<file path="config.mk">
export PLATFORM = sky130hd
export DESIGN_NAME = pipeline_hazard_ctrl_flat
export DESIGN_NICKNAME = d
export VERILOG_FILES = /design/src/rtl/pipeline_hazard_ctrl_if.sv /design/src/rtl/pipeline_hazard_ctrl.sv /design/src/flat_wrapper.sv
export SDC_FILE = /design/constraint.sdc
export NUM_CORES = 1
export LEC_CHECK = 0
export ABC_AREA = 0
export BUFFER_PORTS_ARGS = -buffer_cell sky130_fd_sc_hd__buf_2
export CAP_MARGIN = 20
export CORE_MARGIN = 2
export CORE_UTILIZATION = 23
export DETAILED_ROUTE_END_ITERATION = 6
export GPL_TIMING_DRIVEN = 1
export PLACE_DENSITY_LB_ADDON = 0.2
export SLEW_MARGIN = 30
export SYNTH_ARGS = -nofsm -noshare
export SYNTH_HDL_FRONTEND = slang
export SYNTH_SLANG_ARGS = --single-unit
</file>
<file path="constraint.sdc">
create_clock -name clk_i -period 3.2 [get_ports clk_i]
set_clock_uncertainty 0.1 [all_clocks]
set_input_delay 0.64 -clock clk_i [delete_from_list [all_inputs] [get_ports clk_i]]
set_output_delay 0.64 -clock clk_i [all_outputs]
set_load 0.05 [all_outputs]
</file>
<file path="src/rtl/pipeline_hazard_ctrl_if.sv">
// ---------------------------------------------------------------------------
// pipeline_hazard_ctrl_if
//
// Purpose: groups the hazard-detection inputs from the pipeline and the
// stall/flush/bubble controls plus statistics returned by the hazard
// controller into one bundle.
//
// Signal summary (direction seen from the hazard controller, modport slave):
//   idex_memread_i   in   ID/EX instruction is a load
//   idex_rt_i        in   destination register of that load
//   ifid_rs_i        in   source register rs of the IF/ID instruction
//   ifid_rt_i        in   source register rt of the IF/ID instruction
//   branch_taken_i   in   branch resolved taken in ID
//   jump_i           in   jump decoded in ID
//   dmem_req_i       in   EX/MEM instruction accesses data memory
//   dmem_ready_i     in   data memory completes the access this cycle
//   stats_clr_i      in   synchronous clear of the performance counters
//   pc_write_o       out  PC update enable
//   ifid_write_o     out  IF/ID register write enable
//   ifid_flush_o     out  IF/ID clear (insert NOP)
//   ctrl_keep_o      out  1 = pass decoded controls, 0 = zero them (bubble)
//   pipe_write_o     out  ID/EX, EX/MEM, MEM/WB write enable
//   mem_timeout_o    out  sticky data-memory timeout flag
//   stall_cnt_o      out  saturating count of cycles with pc_write_o = 0
//   flush_cnt_o      out  saturating count of cycles with ifid_flush_o = 1
//
// master = pipeline side (drives hazard inputs), slave = hazard controller.
// ---------------------------------------------------------------------------
interface pipeline_hazard_ctrl_if #(
  parameter int CNT_W = 16
);

  logic             idex_memread_i;
  logic [4:0]       idex_rt_i;
  logic [4:0]       ifid_rs_i;
  logic [4:0]       ifid_rt_i;
  logic             branch_taken_i;
  logic             jump_i;
  logic             dmem_req_i;
  logic             dmem_ready_i;
  logic             stats_clr_i;

  logic             pc_write_o;
  logic             ifid_write_o;
  logic             ifid_flush_o;
  logic             ctrl_keep_o;
  logic             pipe_write_o;
  logic             mem_timeout_o;
  logic [CNT_W-1:0] stall_cnt_o;
  logic [CNT_W-1:0] flush_cnt_o;

  modport master (
    output idex_memread_i,
    output idex_rt_i,
    output ifid_rs_i,
    output ifid_rt_i,
    output branch_taken_i,
    output jump_i,
    output dmem_req_i,
    output dmem_ready_i,
    output stats_clr_i,
    input  pc_write_o,
    input  ifid_write_o,
    input  ifid_flush_o,
    input  ctrl_keep_o,
    input  pipe_write_o,
    input  mem_timeout_o,
    input  stall_cnt_o,
    input  flush_cnt_o
  );

  modport slave (
    input  idex_memread_i,
    input  idex_rt_i,
    input  ifid_rs_i,
    input  ifid_rt_i,
    input  branch_taken_i,
    input  jump_i,
    input  dmem_req_i,
    input  dmem_ready_i,
    input  stats_clr_i,
    output pc_write_o,
    output ifid_write_o,
    output ifid_flush_o,
    output ctrl_keep_o,
    output pipe_write_o,
    output mem_timeout_o,
    output stall_cnt_o,
    output flush_cnt_o
  );

endinterface : pipeline_hazard_ctrl_if

</file>
<file path="src/rtl/pipeline_hazard_ctrl.sv">
// ---------------------------------------------------------------------------
// pipeline_hazard_ctrl
//
// Purpose: hazard controller for a classic 5-stage pipeline. It freezes the
// whole pipeline while data memory is busy, inserts a one-cycle bubble on a
// load-use dependency, flushes IF/ID on a taken branch or jump, flags a
// data-memory access that waits too long, and keeps saturating stall/flush
// statistics.
//
// Ports:
//   clk_i   single clock, all state updates on the rising edge
//   rst_i   synchronous, active-high reset
//   bus     pipeline_hazard_ctrl_if.slave (hazard inputs, pipeline controls,
//           timeout flag and performance counters)
//
// Parameters:
//   MAX_WAIT  memory wait cycles (1..255) after which the timeout flag sets
//   CNT_W     width of the performance counters
//
// Control outputs are combinational from the current state and inputs so a
// hazard stalls the pipeline in the very cycle it is detected.
// ---------------------------------------------------------------------------
module pipeline_hazard_ctrl #(
  parameter int MAX_WAIT = 15,
  parameter int CNT_W    = 16
) (
  input  logic                   clk_i,
  input  logic                   rst_i,
  pipeline_hazard_ctrl_if.slave  bus
);

  typedef enum logic [0:0] {
    ST_RUN      = 1'b0,
    ST_MEM_WAIT = 1'b1
  } state_e;

  localparam logic [7:0] MAX_WAIT_C = 8'(MAX_WAIT);

  // Saturating +1 for the performance counters.
  function automatic logic [CNT_W-1:0] sat_inc_cnt(input logic [CNT_W-1:0] v);
    logic [CNT_W-1:0] r;
    if (&v) begin
      r = v;
    end else begin
      r = v + CNT_W'(1);
    end
    return r;
  endfunction

  // Saturating +1 for the 8-bit memory wait counter.
  function automatic logic [7:0] sat_inc_wait(input logic [7:0] v);
    logic [7:0] r;
    if (v == 8'hFF) begin
      r = v;
    end else begin
      r = v + 8'd1;
    end
    return r;
  endfunction

  state_e           state_r;
  state_e           state_nxt_s;
  logic [7:0]       wait_cnt_r;
  logic             timeout_r;
  logic [CNT_W-1:0] stall_cnt_r;
  logic [CNT_W-1:0] flush_cnt_r;

  logic             freeze_s;
  logic             load_use_s;
  logic             redirect_s;
  logic             enter_wait_s;
  logic             wait_miss_s;

  logic             pc_write_s;
  logic             ifid_write_s;
  logic             ifid_flush_s;
  logic             ctrl_keep_s;
  logic             pipe_write_s;

  // Hazard detection: a load writing r0 never creates a dependency.
  always_comb begin
    load_use_s = 1'b0;
    redirect_s = 1'b0;
    if (bus.idex_memread_i && (bus.idex_rt_i != 5'd0) &&
        ((bus.idex_rt_i == bus.ifid_rs_i) || (bus.idex_rt_i == bus.ifid_rt_i))) begin
      load_use_s = 1'b1;
    end else begin
      load_use_s = 1'b0;
    end
    if (bus.branch_taken_i || bus.jump_i) begin
      redirect_s = 1'b1;
    end else begin
      redirect_s = 1'b0;
    end
  end

  // Next-state logic and memory-freeze decode. Once in MEM_WAIT only
  // dmem_ready_i matters; a ready cycle releases the freeze immediately.
  always_comb begin
    state_nxt_s = state_r;
    freeze_s    = 1'b0;
    case (state_r)
      ST_RUN: begin
        if (bus.dmem_req_i && !bus.dmem_ready_i) begin
          freeze_s    = 1'b1;
          state_nxt_s = ST_MEM_WAIT;
        end else begin
          freeze_s    = 1'b0;
          state_nxt_s = ST_RUN;
        end
      end
      ST_MEM_WAIT: begin
        if (!bus.dmem_ready_i) begin
          freeze_s    = 1'b1;
          state_nxt_s = ST_MEM_WAIT;
        end else begin
          freeze_s    = 1'b0;
          state_nxt_s = ST_RUN;
        end
      end
      default: begin
        freeze_s    = 1'b0;
        state_nxt_s = ST_RUN;
      end
    endcase
  end

  // Pipeline control outputs, priority freeze > load-use > redirect > normal.
  // A redirect under a load-use bubble is dropped on purpose: ID still holds
  // the branch and re-resolves it once the load data is forwarded.
  always_comb begin
    pc_write_s   = 1'b0;
    ifid_write_s = 1'b0;
    ifid_flush_s = 1'b0;
    ctrl_keep_s  = 1'b0;
    pipe_write_s = 1'b0;
    if (rst_i) begin
      pc_write_s   = 1'b0;
      ifid_write_s = 1'b0;
      ifid_flush_s = 1'b0;
      ctrl_keep_s  = 1'b0;
      pipe_write_s = 1'b0;
    end else if (freeze_s) begin
      // Whole pipeline holds; controls pass unchanged so nothing is lost.
      pc_write_s   = 1'b0;
      ifid_write_s = 1'b0;
      ifid_flush_s = 1'b0;
      ctrl_keep_s  = 1'b1;
      pipe_write_s = 1'b0;
    end else if (load_use_s) begin
      // Hold PC and IF/ID, push a zero-control bubble into ID/EX.
      pc_write_s   = 1'b0;
      ifid_write_s = 1'b0;
      ifid_flush_s = 1'b0;
      ctrl_keep_s  = 1'b0;
      pipe_write_s = 1'b1;
    end else if (redirect_s) begin
      pc_write_s   = 1'b1;
      ifid_write_s = 1'b1;
      ifid_flush_s = 1'b1;
      ctrl_keep_s  = 1'b1;
      pipe_write_s = 1'b1;
    end else begin
      pc_write_s   = 1'b1;
      ifid_write_s = 1'b1;
      ifid_flush_s = 1'b0;
      ctrl_keep_s  = 1'b1;
      pipe_write_s = 1'b1;
    end
  end

  // Wait-counter qualifiers: entry into MEM_WAIT and each unserved wait cycle.
  always_comb begin
    enter_wait_s = 1'b0;
    wait_miss_s  = 1'b0;
    if ((state_r == ST_RUN) && (state_nxt_s == ST_MEM_WAIT)) begin
      enter_wait_s = 1'b1;
    end else begin
      enter_wait_s = 1'b0;
    end
    if ((state_r == ST_MEM_WAIT) && !bus.dmem_ready_i) begin
      wait_miss_s = 1'b1;
    end else begin
      wait_miss_s = 1'b0;
    end
  end

  // FSM state register; reset aborts any memory wait in progress.
  always_ff @(posedge clk_i) begin
    if (rst_i) begin
      state_r <= ST_RUN;
    end else begin
      state_r <= state_nxt_s;
    end
  end

  // Wait counter: holds the index of the current MEM_WAIT cycle (1-based).
  always_ff @(posedge clk_i) begin
    if (rst_i) begin
      wait_cnt_r <= 8'd0;
    end else if (enter_wait_s) begin
      wait_cnt_r <= 8'd1;
    end else if (wait_miss_s) begin
      wait_cnt_r <= sat_inc_wait(wait_cnt_r);
    end else begin
      wait_cnt_r <= wait_cnt_r;
    end
  end

  // Sticky timeout flag; only reset clears it, the freeze itself continues.
  // The MEM_WAIT qualifier keeps a stale count from firing while in RUN.
  always_ff @(posedge clk_i) begin
    if (rst_i) begin
      timeout_r <= 1'b0;
    end else if (wait_miss_s && (wait_cnt_r == MAX_WAIT_C)) begin
      timeout_r <= 1'b1;
    end else begin
      timeout_r <= timeout_r;
    end
  end

  // Performance counters; clear takes precedence over a same-cycle increment.
  always_ff @(posedge clk_i) begin
    if (rst_i) begin
      stall_cnt_r <= '0;
      flush_cnt_r <= '0;
    end else if (bus.stats_clr_i) begin
      stall_cnt_r <= '0;
      flush_cnt_r <= '0;
    end else begin
      if (!pc_write_s) begin
        stall_cnt_r <= sat_inc_cnt(stall_cnt_r);
      end else begin
        stall_cnt_r <= stall_cnt_r;
      end
      if (ifid_flush_s) begin
        flush_cnt_r <= sat_inc_cnt(flush_cnt_r);
      end else begin
        flush_cnt_r <= flush_cnt_r;
      end
    end
  end

  assign bus.pc_write_o    = pc_write_s;
  assign bus.ifid_write_o  = ifid_write_s;
  assign bus.ifid_flush_o  = ifid_flush_s;
  assign bus.ctrl_keep_o   = ctrl_keep_s;
  assign bus.pipe_write_o  = pipe_write_s;
  assign bus.mem_timeout_o = timeout_r;
  assign bus.stall_cnt_o   = stall_cnt_r;
  assign bus.flush_cnt_o   = flush_cnt_r;

endmodule : pipeline_hazard_ctrl

</file>
<file path="src/flat_wrapper.sv">
// flat-port wrapper written by rule: the top's interface ports become plain ports
module pipeline_hazard_ctrl_flat 
#(
  parameter int MAX_WAIT = 15,
  parameter int CNT_W    = 16
)
  (clk_i, rst_i, bus_idex_memread_i, bus_idex_rt_i, bus_ifid_rs_i, bus_ifid_rt_i, bus_branch_taken_i, bus_jump_i, bus_dmem_req_i, bus_dmem_ready_i, bus_stats_clr_i, bus_pc_write_o, bus_ifid_write_o, bus_ifid_flush_o, bus_ctrl_keep_o, bus_pipe_write_o, bus_mem_timeout_o, bus_stall_cnt_o, bus_flush_cnt_o);
  pipeline_hazard_ctrl_if #(.CNT_W(CNT_W)) bus_i ();
  input  logic clk_i;
  input  logic rst_i;
  input wire logic [$bits(bus_i.idex_memread_i)-1:0] bus_idex_memread_i;
  input wire logic [$bits(bus_i.idex_rt_i)-1:0] bus_idex_rt_i;
  input wire logic [$bits(bus_i.ifid_rs_i)-1:0] bus_ifid_rs_i;
  input wire logic [$bits(bus_i.ifid_rt_i)-1:0] bus_ifid_rt_i;
  input wire logic [$bits(bus_i.branch_taken_i)-1:0] bus_branch_taken_i;
  input wire logic [$bits(bus_i.jump_i)-1:0] bus_jump_i;
  input wire logic [$bits(bus_i.dmem_req_i)-1:0] bus_dmem_req_i;
  input wire logic [$bits(bus_i.dmem_ready_i)-1:0] bus_dmem_ready_i;
  input wire logic [$bits(bus_i.stats_clr_i)-1:0] bus_stats_clr_i;
  output wire logic [$bits(bus_i.pc_write_o)-1:0] bus_pc_write_o;
  output wire logic [$bits(bus_i.ifid_write_o)-1:0] bus_ifid_write_o;
  output wire logic [$bits(bus_i.ifid_flush_o)-1:0] bus_ifid_flush_o;
  output wire logic [$bits(bus_i.ctrl_keep_o)-1:0] bus_ctrl_keep_o;
  output wire logic [$bits(bus_i.pipe_write_o)-1:0] bus_pipe_write_o;
  output wire logic [$bits(bus_i.mem_timeout_o)-1:0] bus_mem_timeout_o;
  output wire logic [$bits(bus_i.stall_cnt_o)-1:0] bus_stall_cnt_o;
  output wire logic [$bits(bus_i.flush_cnt_o)-1:0] bus_flush_cnt_o;
  assign bus_i.idex_memread_i = bus_idex_memread_i;
  assign bus_i.idex_rt_i = bus_idex_rt_i;
  assign bus_i.ifid_rs_i = bus_ifid_rs_i;
  assign bus_i.ifid_rt_i = bus_ifid_rt_i;
  assign bus_i.branch_taken_i = bus_branch_taken_i;
  assign bus_i.jump_i = bus_jump_i;
  assign bus_i.dmem_req_i = bus_dmem_req_i;
  assign bus_i.dmem_ready_i = bus_dmem_ready_i;
  assign bus_i.stats_clr_i = bus_stats_clr_i;
  assign bus_pc_write_o = bus_i.pc_write_o;
  assign bus_ifid_write_o = bus_i.ifid_write_o;
  assign bus_ifid_flush_o = bus_i.ifid_flush_o;
  assign bus_ctrl_keep_o = bus_i.ctrl_keep_o;
  assign bus_pipe_write_o = bus_i.pipe_write_o;
  assign bus_mem_timeout_o = bus_i.mem_timeout_o;
  assign bus_stall_cnt_o = bus_i.stall_cnt_o;
  assign bus_flush_cnt_o = bus_i.flush_cnt_o;
  pipeline_hazard_ctrl #(.MAX_WAIT(MAX_WAIT), .CNT_W(CNT_W)) u_core (.clk_i(clk_i), .rst_i(rst_i), .bus(bus_i));
endmodule
</file>
Yosys cells after proc, flatten, opt, wreduce, memory -nomap -nowiden:

Index checks and enable logic that the tools add are counted.

* add/sub/neg operators: 3
* multipliers: 0
* div/mod/pow operators: 0
* $lt $le $gt $ge: 0
* equality and inequality tests: 5
* shift-type cells: 0
* multiplexer cells: 21
* bitwise gates (word level): 5
* reductions and logical operators: 19

Operator list (count)
* 16-bit by 1-bit adder with 16-bit output, second input constant: 2
* 16-bit AND reduction: 2
* 1-bit 2-to-1 mux: 20
* 5-bit == test: 2
* 8-bit by 1-bit adder with 8-bit output, second input constant: 1
* 8-bit by 4-bit == test with 1-bit output, second input constant: 1
* 8-bit == test, second input constant: 1
* 2-bit AND reduction: 4
* 1-bit logical AND: 6
* 1-bit inverter: 5
* 5-bit nonzero test: 1
* 2-bit OR reduction: 2
* 1-bit logical OR: 2
* 2-bit by 1-bit inequality test with 1-bit output, second input constant: 1
* 1-bit one-hot mux with 2 select lines: 1
* 2-bit nonzero test: 1
* 1-bit logical NOT: 1

* flip-flop bits (word level): 42
* latch bits: 0
* memory bits (writable): 0
* bits in read-only memories: 0
* memories: 0

Depth between registers and ports, before layout:

Gate-level depths: netlist (run 1).

* word-level depth: 9
* depth in mapped cells: 8
* depth with buffers taken out: 7

Worst setup path after synthesis (run 1):

Ideal clock, no wire load.

* kind: input-to-output
* start point: input bus_dmem_req_i
* end point: output bus_ifid_flush_o
* data arrival time: 2732 ps
* required time: 2460 ps
* setup slack: -272 ps
* cell stages on the path: 6
* path through: o21ba_2 -> nor2_1 -> a21boi_2 -> buf_4 -> buf_4 -> and2_1

* word-level cells in the longest chain between the ends: 5

Ends and longest elaborated chain
* start, declared: line flat_wrapper.sv:17 `input wire logic [$bits(bus_i.dmem_req_i)-1:0] bus_dmem_req_i;`
* 1-bit logical AND: line pipeline_hazard_ctrl.sv:104 `if (bus.dmem_req_i && !bus.dmem_ready_i) begin`
* 1-bit 2-to-1 mux: line pipeline_hazard_ctrl.sv:104
* 1-bit one-hot mux with 2 select lines: line pipeline_hazard_ctrl.sv:102 `case (state_r)`
* 1-bit 2-to-1 mux: line pipeline_hazard_ctrl.sv:143 `end else if (freeze_s) begin`
* 1-bit 2-to-1 mux: line pipeline_hazard_ctrl.sv:137 `if (rst_i) begin`
* end, declared: line flat_wrapper.sv:22 `output wire logic [$bits(bus_i.ifid_flush_o)-1:0] bus_ifid_flush_o;`

Every way passes these cells.

Worst setup path after layout (run 1):

* start point: input bus_idex_rt_i[0]
* end point: output bus_ifid_write_o

* word-level cells in the longest chain between the ends: 7

Ends and longest elaborated chain
* start, declared: line flat_wrapper.sv:12 `input wire logic [$bits(bus_i.idex_rt_i)-1:0] bus_idex_rt_i;`
* 5-bit == test or 5-bit nonzero test (tied branches): line pipeline_hazard_ctrl.sv:85, pipeline_hazard_ctrl.sv:84
* 1-bit logical OR or 1-bit logical AND (tied branches): line pipeline_hazard_ctrl.sv:85, pipeline_hazard_ctrl.sv:84
* 1-bit logical AND *: line pipeline_hazard_ctrl.sv:84 `if (bus.idex_memread_i && (bus.idex_rt_i != 5'd0) &&`
* 1-bit 2-to-1 mux *: line pipeline_hazard_ctrl.sv:84
* 1-bit 2-to-1 mux *: line pipeline_hazard_ctrl.sv:150 `end else if (load_use_s) begin`
* 1-bit 2-to-1 mux *: line pipeline_hazard_ctrl.sv:143
* 1-bit 2-to-1 mux *: line pipeline_hazard_ctrl.sv:137
* end, declared: line flat_wrapper.sv:21 `output wire logic [$bits(bus_i.ifid_write_o)-1:0] bus_ifid_write_o;`

Every way passes the cells marked *; elsewhere a longest branch is shown, timed or not.

==> results of run 1 <==
[worst max-delay path: cells and delay by family]
kind | cells | cell delay (ns)
buf+inv | 3 | 0.54
simple gates | 1 | 0.53
compound gates | 2 | 0.48
[sequential cells by signal (all words and copies together), names as in the netlist]
signal,cells
u_core.state_r,1
u_core.wait_cnt_r,8
u_core.bus.flush_cnt_o,16
u_core.bus.mem_timeout_o,1
u_core.bus.stall_cnt_o,16
[per-layer routing]
metal	GRT usage [%]	vias to the layer above	wire [um]	share of wire, %
met1	15.25	1009	2983	49
met2	17.83	39	2769	46
met4	4.054	0	88	1.4
met3	2.391	8	230	3.8
li1	-	1123	-	-
met5	0	-	0	0
[power by group]
group | internal [mW] | switching [mW] | total, mW
clock network | 0.233 | 0.194 | 0.427
registers | 0.526 | 0.00446 | 0.530
logic | 0.0454 | 0.0842 | 0.130
[path summary, 6_finish.rpt]
path / startpoint / end / slack [ns] / cells after the start
max: bus_idex_rt_i[0] / bus_ifid_write_o / 0.26 / 6
min: u_core.bus.mem_timeout_o$_SDFFE_PP0P_ / u_core.bus.mem_timeout_o$_SDFFE_PP0P_ / 0.39 / 2
max reg2reg: u_core.bus.flush_cnt_o[3]$_SDFFE_PP0P_ / u_core.bus.flush_cnt_o[6]$_SDFFE_PP0P_ / 0.97 / 6
min reg2reg: u_core.bus.mem_timeout_o$_SDFFE_PP0P_ / u_core.bus.mem_timeout_o$_SDFFE_PP0P_ / 0.39 / 2
[cell families (layout without fill, tap and decap cells)]
family | count (synthesis) | in the layout | synth area share [%]
and+or+nand+nor | 125 | 125 | 29.00
AOI/OAI and AO/OA | 62 | 62 | 19.28
DFF | 42 | 42 | 36.90
xor gates and xnor gates | 20 | 20 | 7.688
buffers and inverters | 16 | 77 | 3.294
muxes | 5 | 5 | 2.197
adders and majority gates | 3 | 3 | 1.648
[cell type report]
| type | instances | share of cell area [%] |
|---|---|---|
| multi-input cells | 215 | 48.15 |
| flip-flops and latches | 42 | 29.66 |
| repair buffers | 65 | 11.92 |
| well taps | 133 | 5.869 |
| clock buffers | 6 | 2.560 |
| clock inverters | 2 | 1.324 |
| inverters | 4 | 0.5296 |
[cells in the mapped netlist (all sizes together), types with 4 or more instances]
library cell | instances | area [um2]
mux2i | 5 | 50.05
nand3 | 17 | 85.08
a31o | 5 | 43.79
o21ai | 12 | 60.06
dfxtp | 42 | 840.8
or4 | 5 | 37.54
clkbuf | 6 | 23.77
nor2 | 25 | 93.84
nand2 | 25 | 93.84
a21oi | 21 | 108.9
xor2 | 7 | 61.31
inv | 4 | 15.01
and3 | 10 | 62.56
or3 | 14 | 87.58
and4 | 7 | 61.31
buf | 6 | 36.28
xnor2 | 13 | 113.9
nand4 | 12 | 75.07
a211oi | 5 | 47.54
[layout by cell type (no fill, tap or decap), types with 3 or more instances in the layout]
master / n
buf_2: 60
a21o_1: 3
o31ai_1: 3
clkbuf_8: 5
nand2_1: 25
nand4_1: 12
or3_1: 14
inv_1: 4
a211oi_1: 3
dfxtp_1: 42
a31o_2: 5
and3_1: 10
buf_4: 5
or2_2: 3
and4_1: 7
or4_1: 5
ha_1: 3
mux2i_1: 5
xor2_1: 7
nor2_1: 24
a21oi_1: 20
o21ai_0: 12
nand3_1: 17
xnor2_1: 13
[per-stage QoR]
stage | cell area (um2) | instances | hold WS (ns) | util, %
finish | 2835 | 467 | 0.3859 | 29.28
global route | 2835 | 467 | 0.4299 | 29.28
CTS | 2835 | 467 | 0.3897 | 29.28
detailed placement | 2725 | 459 | 0.3663 | 28.14
global placement | 2725 | 459 | 0.3505 | 28.14
floorplan | 2281 | 273 | 0.3792 | -
==> results.sh, run 1 <==
export IMPL_fin_ws_ns=0.2623
export IMPL_grt_antenna_before_repair=0
export IMPL_crit_path_frequent_cell="buf_2"
export IMPL_final_setup_tns_ns=0
export IMPL_final_fill_count=1074
export IMPL_fin_nets=359
export IMPL_fmax_mhz=340.4
export IMPL_dpl_hpwl_um=4497
export IMPL_crit_path_max_incr_delay_ns=0.53
export IMPL_initial_core_util_pct=23.53
export IMPL_hold_path_class="flop to flop"
export IMPL_cts_tree="built"
export IMPL_post_cts_resized=0
export IMPL_rows=36
export IMPL_ios=61
export IMPL_cts_inserted_buffers=5
export IMPL_routed_wl_um=6072
export IMPL_finalHoldViolations=0
export IMPL_cts_htree_levels=2
export IMPL_rsz0062_at_grt="false"
export IMPL_finalSetupViolations=0
export IMPL_cellLeakagePower_nw=1.130
export IMPL_post_place_ws_ns=0.2091
export IMPL_critPathMaxFanout=4
export IMPL_die_area_um2=10720
export IMPL_die_w_um=103.5
export IMPL_grt_pass1_vias=2004
export IMPL_cts_buffer_depth=2
export IMPL_tightest_slew_ns=0.5220
export IMPL_synth_async_reset_ratio_pct=0
export IMPL_cts_root_buf="clkbuf_8"
export IMPL_ir_drop_mv=0.1629
export IMPL_path_cells="buf_2 > or4_1 > o21a_2 > a21boi_2 > buf_4 > buf_2"
export IMPL_vias=2179
export IMPL_drtIter0Drc=74
export IMPL_dieHeight_um=103.5
export IMPL_synth_edf_count=0
export IMPL_clock_sinks=42
export IMPL_io_buffers=60
export IMPL_wire_per_inst_um=13.00
export IMPL_diodes=0
export IMPL_drive_above_1_share_pct=26.95
export IMPL_post_drt_via_cell_ratio=4.666
export IMPL_synth_area_um2=2278
export IMPL_regArea_um2=840.8
export IMPL_drtAntennaViolNets=0
export IMPL_post_cts_setup_buffer_count=0
export IMPL_slew_violations=0
export IMPL_synth_net_count=299
export IMPL_power_mw=1.087
export IMPL_place_congestion=0.7993
export IMPL_syn_inst=273
export IMPL_crit_path_end_kind="primary output"
export IMPL_ys_seq_area_share_pct=36.90
export IMPL_synth_warnings=0
export IMPL_arrival_ns=2.20
export IMPL_status="complete, no violations"
export IMPL_clk_latency_ns=0.29
export IMPL_crit_required_ns=2.46
export IMPL_core_um2=9684
export IMPL_area_delta_synth_final_pct=24.44
export IMPL_period_share_pct=91.80
export IMPL_grt_max_degree=24
export IMPL_dr_pass1_iters=4
export IMPL_cp_start_kind="input port"
export IMPL_slowest_stage="or4_1"
export IMPL_grt_util_all_layers_pct=11.30
export IMPL_drcViolationCount=0
export IMPL_cts_clk_slew_worst_paths_ns=0.09
export IMPL_ys_ff_latch=42
export IMPL_min_period_ns=2.938
export IMPL_crit_type="input port to primary output"
export IMPL_ys_flop_type="dfxtp_1"
export IMPL_cap_viol_max_count=0
export IMPL_grt_pass1_wl_um=9977
export IMPL_cts_hold_buf=0
export IMPL_powerDensity_nw_per_um2=383.4
export IMPL_overflow=0
export IMPL_synth_area_per_cell_um2=8.346
export IMPL_slew_headroom_pct=65.04
export IMPL_ys_types=46
export IMPL_multi_input_area_um2=1365
(Power assumes the default switching activity.)
==> run 2, diff against run 1 <==
==> constraint.sdc (replaced) <==
create_clock -name clk_i -period 3.27 [get_ports clk_i]
set_clock_uncertainty 0.1 [all_clocks]
set_input_delay 0.654 -clock clk_i [delete_from_list [all_inputs] [get_ports clk_i]]
set_output_delay 0.654 -clock clk_i [all_outputs]
set_load 0.05 [all_outputs]
==> run 2 against run 1 <==
Global-route usage fell by 0.49 points. Count of clock-buffer cells in the layout fell by 1. Flip-flop and latch count did not move. Final cell count fell by 0.43%. Critical path type unchanged. Critical endpoint unchanged. Largest power group unchanged.
==> results.sh, run 2 (synthesized netlist as in run 1, its figures left out) <==
export IMPL_cap_viol_max_count=0
export IMPL_stdcell_area_um2=2801
export IMPL_power_internal_mw=0.7041
export IMPL_tightest_slew_ns=0.5336
export IMPL_drcViolationCount=0
export IMPL_cts_clk_slew_worst_paths_ns=0.08
export IMPL_wl_met2_um=2643
export IMPL_period_share_pct=91.27
export IMPL_vias=2177
export IMPL_rows=36
export IMPL_initial_core_util_pct=23.53
export IMPL_pwr_share_clk_pct=34.2
export IMPL_fmax_mhz=335.1
export IMPL_diodes=0
export IMPL_grt_pass1_vias=1969
export IMPL_post_cts_resized=0
export IMPL_clk_latency_ns=0.30
export IMPL_grt_pass1_wl_um=9653
export IMPL_cts_buffer_depth=2
export IMPL_crit_path_end_kind="primary output"
export IMPL_drive_above_1_share_pct=26.81
export IMPL_core_um2=9684
export IMPL_cts_hold_buf=0
export IMPL_critPathMaxFanout=7
export IMPL_routed_wl_um=5879
export IMPL_grt_util_all_layers_pct=10.81
export IMPL_met1_length_um=2924
export IMPL_rr_endpoint="u_core.bus.flush_cnt_o[6]$_SDFFE_PP0P_"
export IMPL_place_congestion=0.7303
export IMPL_topRoutingLayerUsed="met4"
export IMPL_finalHoldViolations=0
export IMPL_post_drt_via_cell_ratio=4.682
export IMPL_power_frac_comb_pct=12.8
export IMPL_layout_common_cells="buf_2 (60), dfxtp_1 (42), nand2_1 (25), nor2_1 (24), a21oi_1 (20)"
export IMPL_rsz0062_at_grt="false"
export IMPL_hold_path_class="flop to flop"
export IMPL_power_mw=0.9794
export IMPL_ff2ff_path_depth=6
export IMPL_r2r_start="u_core.bus.flush_cnt_o[3]$_SDFFE_PP0P_"
export IMPL_area_delta_synth_final_pct=22.95
export IMPL_slew_violations=0
export IMPL_drtIter0Drc=67
export IMPL_ir_drop_mv=0.1565
export IMPL_clock_sinks=42
export IMPL_cellLeakagePower_nw=1.110
export IMPL_cts_inserted_buffers=5
export IMPL_die_w_um=103.5
export IMPL_min_period_ns=2.985
export IMPL_placed_cell_area_um2=2718
export IMPL_cts_htree_levels=2
export IMPL_overflow=0
export IMPL_finalSetupViolations=0
export IMPL_powerDensity_nw_per_um2=349.6
export IMPL_p_seq_share_pct=53.0
export IMPL_final_common_cell="buf_2"
export IMPL_cp_startpoint="bus_idex_rt_i[0]"
export IMPL_rrSetupSlack_ns=1.04
export IMPL_p_sw_share_pct=28.11
export IMPL_cts_root_buf="clkbuf_8"
export IMPL_worstHoldPathCells=2
export IMPL_fin_nets=358
export IMPL_grt_antenna_before_repair=0
export IMPL_die_area_um2=10720
export IMPL_crit_type="input port to primary output"
export IMPL_wire_per_inst_um=12.64
export IMPL_cp_endpoint="bus_ifid_write_o"
export IMPL_power_switching_mw=0.2753
export IMPL_dieHeight_um=103.5
export IMPL_ios=61
export IMPL_arrival_ns=2.23
export IMPL_cp_start_kind="input port"
export IMPL_dr_pass1_iters=5
export IMPL_status="complete, no violations"
export IMPL_wl_met3_um=228
export IMPL_grt_max_degree=24
export IMPL_dpl_hpwl_um=4442
export IMPL_final_setup_tns_ns=0
export IMPL_post_cts_setup_buffer_count=0
export IMPL_io_buffers=60
export IMPL_cts_tree="built"
export IMPL_slew_headroom_pct=64.26
export IMPL_drtAntennaViolNets=0
export IMPL_crit_required_ns=2.52
==> run 2: cell count changes in the layout (fill, tap and decap cells not counted), sizes merged <==
cell      change
buf           -1
bufinv        -1
clkbuf        -1
clkinvlp      +1
==> run 2: final cells by class <==
class                      instances  area, um2
inverter                           4      15.01
clock buffer                       5      68.82
sequential                        42      840.8
fill                            1076       6883
clock inverter                     2      15.01
timing repair buffer              64      330.3
multi-input combinational        215       1365
tap                              133      166.4
==> run 2: power by group through the flow <==
stage	logic [mW]	registers [mW]	clock network, mW
floorplan	0.0810	0.537	0
detailed placement	0.127	0.531	0
finish	0.125	0.519	0.335
global placement	0.127	0.531	0
CTS	0.128	0.519	0.352
global route	0.137	0.520	0.368
==> run 2: worst max-delay path: stages <==
cell	delay, ns
buf_2	0.12
or4_1	0.51
o21a_2	0.29
a21boi_2	0.24
buf_4	0.16
buf_2	0.25
==> run 2: worst min-delay path by stage <==
stage                     slack [ns]                                endpoint                                   start
after CTS                       0.39   u_core.bus.mem_timeout_o$_SDFFE_PP0P_   u_core.bus.mem_timeout_o$_SDFFE_PP0P_
after global routing            0.43  u_core.bus.flush_cnt_o[6]$_SDFFE_PP0P_  u_core.bus.flush_cnt_o[6]$_SDFFE_PP0P_
after global placement          0.35   u_core.bus.mem_timeout_o$_SDFFE_PP0P_   u_core.bus.mem_timeout_o$_SDFFE_PP0P_
final                           0.38   u_core.bus.mem_timeout_o$_SDFFE_PP0P_   u_core.bus.mem_timeout_o$_SDFFE_PP0P_
after floorplan                 0.38       u_core.wait_cnt_r[1]$_SDFFE_PP0P_       u_core.wait_cnt_r[1]$_SDFFE_PP0P_
after detailed placement        0.36   u_core.bus.mem_timeout_o$_SDFFE_PP0P_   u_core.bus.mem_timeout_o$_SDFFE_PP0P_
==> run 2: per-stage QoR <==
| step | util (%) | hold WS (ns) | std cells | setup WS, ns |
|---|---|---|---|---|
| after CTS | 28.93 | 0.3858 | 465 | 0.2658 |
| after detailed placement | 28.06 | 0.3610 | 458 | 0.2720 |
| after global placement | 28.06 | 0.3530 | 458 | 0.2575 |
| after global routing | 28.93 | 0.4323 | 465 | 0.1915 |
| final | 28.93 | 0.3781 | 465 | 0.2854 |
| after floorplan | - | 0.3792 | 273 | 0.06809 |
==> run 2: routing by layer <==
metal,vias up,track usage [%]
li1,1117,-
met5,-,0
met2,32,17.83
met4,0,3.475
met3,6,2.517
met1,1022,13.97
